<file path="config.mk">
export PLATFORM = sky130hd
export DESIGN_NAME = multiplier
export DESIGN_NICKNAME = d
export VERILOG_FILES = /design/src/rtl/mult_pkg.sv /design/src/rtl/mult_step.sv /design/src/rtl/multiplier.sv
export SDC_FILE = /design/constraint.sdc
export NUM_CORES = 1
export LEC_CHECK = 0
export ABC_AREA = 1
export CAP_MARGIN = 10
export CORE_UTILIZATION = 56
export CTS_BUF_LIST = sky130_fd_sc_hd__clkbuf_16
export DETAILED_ROUTE_END_ITERATION = 10
export PLACE_DENSITY_LB_ADDON = 0.15
export SLEW_MARGIN = 20
export SYNTH_ARGS = -nofsm -noshare
export SYNTH_HDL_FRONTEND = slang
export SYNTH_HIERARCHICAL = 1
export SYNTH_SLANG_ARGS = --single-unit
</file>
<file path="constraint.sdc">
create_clock -name clk -period 2.2 [get_ports clk]
set_input_delay 0.44 -clock clk [delete_from_list [all_inputs] [get_ports clk]]
set_output_delay 0.44 -clock clk [all_outputs]
set_load 0.02 [all_outputs]
</file>
<file path="src/rtl/mult_pkg.sv">
// Shared definitions for the sequential MULTU unit: command codes, FSM states
// and the default operand width. The command codes are also used by the
// ALU/HI-LO control unit.
package mult_pkg;

   localparam int DEFAULT_WIDTH = 32;

   localparam logic [5:0] CMD_MULTU = 6'b011001;
   localparam logic [5:0] CMD_OUT   = 6'b111111;

   typedef enum logic [1:0] {
      IDLE = 2'd0,
      BUSY = 2'd1,
      DONE = 2'd2
   } state_e;

endpackage

</file>
<file path="src/rtl/mult_step.sv">
// One shift-and-add iteration of the unsigned multiplier. The low half of the
// product register holds the not-yet-consumed multiplier bits. The high half
// accumulates the partial product. The carry of the 33-bit add re-enters at
// bit 63 as everything shifts right by one.
module mult_step
   import mult_pkg::*;
#(
   parameter int WIDTH = DEFAULT_WIDTH
) (
   input  logic [2*WIDTH-1:0] product,
   input  logic [WIDTH-1:0]   mcand,
   output logic [2*WIDTH-1:0] product_next
);

   logic [WIDTH:0] sum_s;

   // Add the multiplicand when the current multiplier bit is set, then shift right
   always_comb begin
      sum_s = {1'b0, product[2*WIDTH-1:WIDTH]} + {1'b0, mcand};
      if (product[0]) begin
         product_next = {sum_s, product[WIDTH-1:1]};
      end else begin
         product_next = {1'b0, product[2*WIDTH-1:1]};
      end
   end

endmodule

</file>
<file path="src/rtl/multiplier.sv">
// Sequential unsigned WIDTH x WIDTH -> 2*WIDTH multiplier (MULTU unit).
// MULTU in IDLE loads the operands. WIDTH shift-add steps follow, one per clock.
// The FSM then waits in DONE until the command leaves MULTU, so holding MULTU
// runs exactly one multiply. OUT in IDLE or DONE copies the product register
// to the registered output. dataOut changes on nothing else except reset.
module multiplier
   import mult_pkg::*;
#(
   parameter int WIDTH = DEFAULT_WIDTH
) (
   input  logic                 clk,
   input  logic                 reset,
   input  logic [WIDTH-1:0]     dataA,
   input  logic [WIDTH-1:0]     dataB,
   input  logic [5:0]           Signal,
   output logic [2*WIDTH-1:0]   dataOut
);

   localparam int CNT_W = (WIDTH > 1) ? $clog2(WIDTH) : 1;

   state_e               state_r;
   state_e               state_next_s;
   logic [CNT_W-1:0]     counter_r;
   logic [2*WIDTH-1:0]   product_r;
   logic [WIDTH-1:0]     mcand_r;
   logic [2*WIDTH-1:0]   dataout_r;
   logic [2*WIDTH-1:0]   product_next_s;
   logic                 last_iter_s;
   logic                 load_s;
   logic                 step_s;
   logic                 capture_s;

   assign last_iter_s = (counter_r == CNT_W'(WIDTH - 1));

   mult_step #(
      .WIDTH (WIDTH)
   ) u_step (
      .product      (product_r),
      .mcand        (mcand_r),
      .product_next (product_next_s)
   );

   // State register
   always_ff @(posedge clk or negedge reset) begin
      if (!reset) begin
         state_r <= IDLE;
      end else begin
         state_r <= state_next_s;
      end
   end

   // Next-state logic
   always_comb begin
      state_next_s = state_r;
      case (state_r)
         IDLE: begin
            if (Signal == CMD_MULTU) begin
               state_next_s = BUSY;
            end else begin
               state_next_s = IDLE;
            end
         end
         BUSY: begin
            if (last_iter_s) begin
               state_next_s = DONE;
            end else begin
               state_next_s = BUSY;
            end
         end
         DONE: begin
            if (Signal == CMD_MULTU) begin
               state_next_s = DONE;
            end else begin
               state_next_s = IDLE;
            end
         end
         default: begin
            state_next_s = IDLE;
         end
      endcase
   end

   // Datapath controls decoded from the current state and command
   always_comb begin
      load_s    = 1'b0;
      step_s    = 1'b0;
      capture_s = 1'b0;
      case (state_r)
         IDLE: begin
            load_s    = (Signal == CMD_MULTU);
            capture_s = (Signal == CMD_OUT);
         end
         BUSY: begin
            step_s    = 1'b1;
         end
         DONE: begin
            capture_s = (Signal == CMD_OUT);
         end
         default: begin
            load_s    = 1'b0;
            step_s    = 1'b0;
            capture_s = 1'b0;
         end
      endcase
   end

   // Operand load and iteration of the product/counter registers
   always_ff @(posedge clk or negedge reset) begin
      if (!reset) begin
         mcand_r   <= '0;
         product_r <= '0;
         counter_r <= '0;
      end else if (load_s) begin
         mcand_r   <= dataA;
         product_r <= {{WIDTH{1'b0}}, dataB};
         counter_r <= '0;
      end else if (step_s) begin
         product_r <= product_next_s;
         counter_r <= counter_r + CNT_W'(1);
      end
   end

   // Registered result, updated only by OUT outside BUSY
   always_ff @(posedge clk or negedge reset) begin
      if (!reset) begin
         dataout_r <= '0;
      end else if (capture_s) begin
         dataout_r <= product_r;
      end
   end

   assign dataOut = dataout_r;

endmodule

</file>
==> results.yml <==
outcome:
  status: "completed"
pwr:
  p_int_w: 0.00788
  leakage_nw: 6.22
  p_comb_share_pct: 42.6
  p_per_area_nw_per_um2: 1120
  total_power_w: 0.0135
  netSwitchingFraction_pct: 41.8
  switchingPower_w: 0.00566
  clkPwrFrac_pct: 21.9
  seq_power_share_pct: 35.5
  ir_drop_mv: 0.622
clock_network:
  cts_tree: "built"
  cts_made_buffers: 17
  cts-root-buf: "clkbuf_16"
  cts_sinks: 167
  clk_latency_ns: 0.43
  cts.path.max_buffers: 2
  clk_transition_reported_paths_ns: 0.07
  htreeDepth: 4
setup_path:
  r2r_setup_slack_ns: 0.10
  required_ns: 2.57
  criticalPathCategory: "register to register"
  path_max_fanout: 4
  startpoint_type: "register"
  critPathArrivalTime_ns: 2.47
  worstSetupEndpointType: "register"
  slowest_stage: "dfrtp_1"
  reg2reg_depth: 14
  cp_slowest_stage_delay_ns: 0.42
  cp_common_cell: "nand2_1"
  crit_chain: "ha_2 -> nand2_1 -> inv_2 -> nand2_1 -> inv_1 -> a21oi_1 -> nand2_2 -> nand2_1 -> nand2_1 -> nand2_1 -> nand3_1 -> nand2_1 -> nand2_1 -> nand2_1"
layout:
  syn_to_final_growth_pct: 22.1
  multi_input_area_um2: 4550
  stdcell_count: 1717
  fillerInstances: 1499
  final_util_pct: 69.8
  seq_area_um2: 4180
  antennaDiodeCount: 0
  nNetsFinal: 1586
  drive_above_1_share_pct: 7.44
synthesis:
  yosysUniqueCellTypes: 33
  ys_seq_area_share_pct: 42.3
  synthMuxAreaShare_pct: 0
  yosysTopAreaCell: "dfrtp_1"
  synth_xor_area_share_pct: 1.33
  synth_edf_count: 0
  yosysWarnings: 6
  synth_compound_area_share_pct: 7.53
  synth_flop_cell: "dfrtp_1"
  synth_area_leaders: "dfrtp_1 42%, nand2_1 18%, inv_1 8.0%, nand3_1 7.4%, o21ai_0 5.2%"
  netlist_area_um2: 9890
  synthTopCellsByCount: "464 x nand2_1, 210 x inv_1, 167 x dfrtp_1"
  yosys.area_share.simple_pct: 31.1
  synthAdderAreaFrac_pct: 4.51
  syn_area_per_cell_um2: 7.16
  synth_top_area_share_pct: 42.3
  syn_nets: 1488
  synthArstFlopShare_pct: 100
  synth_top_family_by_area: "simple AND/OR/NAND/NOR gates"
  yosysMostFrequentCell: "nand2_1"
  ys_seq_elements: 167
  syn_inst: 1381
timing:
  setup_viol: 0
  finalHoldViolCount: 0
  period_needed_ns: 2.10
  fin_worst_skew_ns: 0.0124
  maxSlewHeadroom_pct: 62.3
  period_share_pct: 95.3
  fmax_mhz: 477
  maxSlewViolCount: 0
  worstMarginPinSlew_ns: 0.566
  fin_hold_ws_ns: 0.480
grt:
  grt_max_degree: 67
  grt_pass1_vias: 8425
  antenna_found_initial: 0
  overflow: 0
  grt_pass1_wl_um: 40900
  grtUsageTotal_pct: 28.6
route:
  ant_nets: 0
  dr.pass1.iters: 5
  wl_per_cell_um: 14.5
  viasPerCell: 5.21
  vias: 8944
  drc_errors: 0
  drt_iter0_markers: 638
  wirelength_um: 24900
placement:
  portBuffers: 135
  dp.cells: 1683
  dp.final_hpwl_um: 17900
  place_congestion: 0.957
die:
  core_um2: 17300
  ios: 136
  chipWidth_um: 135
  die_h_um: 135
  start_util_pct: 57.2
  rows: 48
  die-area_um2: 18200
worst_hold_path:
  hp-class: "input pin to async pin"
flow_run:
  cap_violations: 0
cell type report:
cell class | count | area share, %
repair buffers | 168 | 13.9
clock buffers | 17 | 3.52
flip-flops and latches | 167 | 34.6
clock inverters | 15 | 1.36
inverters | 212 | 6.59
multi-input cells | 913 | 37.7
well taps | 225 | 2.33
cells by family after synthesis:
| family | after synthesis |
|---|---|
| simple gates | 719 |
| buf+inv | 301 |
| flops | 167 |
| compound gates | 144 |
| fa+ha+maj | 35 |
| xor+xnor | 15 |
layout by cell type (no fill, tap or decap), types with 5 or more instances in the layout:
cell and instances:
clkbuf_16 17, nand2_1 459, ha_2 5, nor2_1 41, nor2_2 5, o21ai_0 102
o21ai_1 14, dfrtp_1 167, nand3_2 6, a21oi_2 5, xnor2_1 13, inv_1 210
buf_4 26, nor3_1 5, nand4_1 37, a21oi_1 18, buf_12 6, ha_1 23
clkdlybuf4s50_1 134, nand2_2 11, nand3_1 142, ha_4 6
timing repair:
action / CTS / global route
setup buffers: 0 / 1
hold endpoints to repair: 34 / 0
resized for setup: 0 / 28
setup endpoints to repair: 0 / 17
hold buffers: 1 / 0
power by group through the flow:
stage / registers [W] / clock network, W / logic (W)
2_1_floorplan: 0.00508 / 0 / 0.00356
4_1_cts: 0.00477 / 0.00301 / 0.00567
3_3_place_gp: 0.00478 / 0 / 0.00553
5_1_grt: 0.00492 / 0.00315 / 0.00644
6_report: 0.00480 / 0.00296 / 0.00577
3_5_place_dp: 0.00481 / 0 / 0.00563
worst max-delay path, delay by kind of cell, from the launching register on:
| family | cells | cell delay, ns |
|---|---|---|
| AND/OR/NAND/NOR | 10 | 0.95 |
| flip-flops | 1 | 0.42 |
| adder cells (fa/ha/maj) | 1 | 0.34 |
| AO/OA/AOI/OAI | 1 | 0.19 |
| buffers and inverters | 2 | 0.14 |
final timing paths:
check                              startpoint       endpoint
worst min register to register     dataOut[6]     dataOut[6]
max in group asynchronous               reset  product_r[47]
worst max-delay path            product_r[41]  product_r[60]
worst max register to register  product_r[41]  product_r[60]
min in group clk                   dataOut[6]     dataOut[6]
worst min-delay path                    reset   product_r[5]
per-layer routing:
layer / up-vias / GRT usage, % / part of all wire (%)
met5: - / 0 / 0
met3: 16 / 4.47 / 5.1
met1: 4176 / 38.3 / 45
met4: 0 / 6.55 / 0.99
met2: 239 / 48.8 / 49
li1: 4513 / - / -
stage by stage:
| stage | instance area, um2 | setup TNS (ns) | worst slack (ns) |
|---|---|---|---|
| 4_1_cts | 11900 | 0 | 0.0142 |
| 3_3_place_gp | 11300 | 0 | 0.0621 |
| 5_1_grt | 12100 | -0.0646 | -0.0271 |
| 2_1_floorplan | 9890 | 0 | 0.218 |
| 3_5_place_dp | 11300 | 0 | 0.0307 |
| 6_report | 12100 | 0 | 0.102 |
flip-flops by register name, indices dropped and copies added, names as in the netlist:
signal     cells
counter_r      5
state_r        2
dataOut       64
mcand_r       32
product_r     64
No activity file was read; power rests on OpenSTA's default activity.
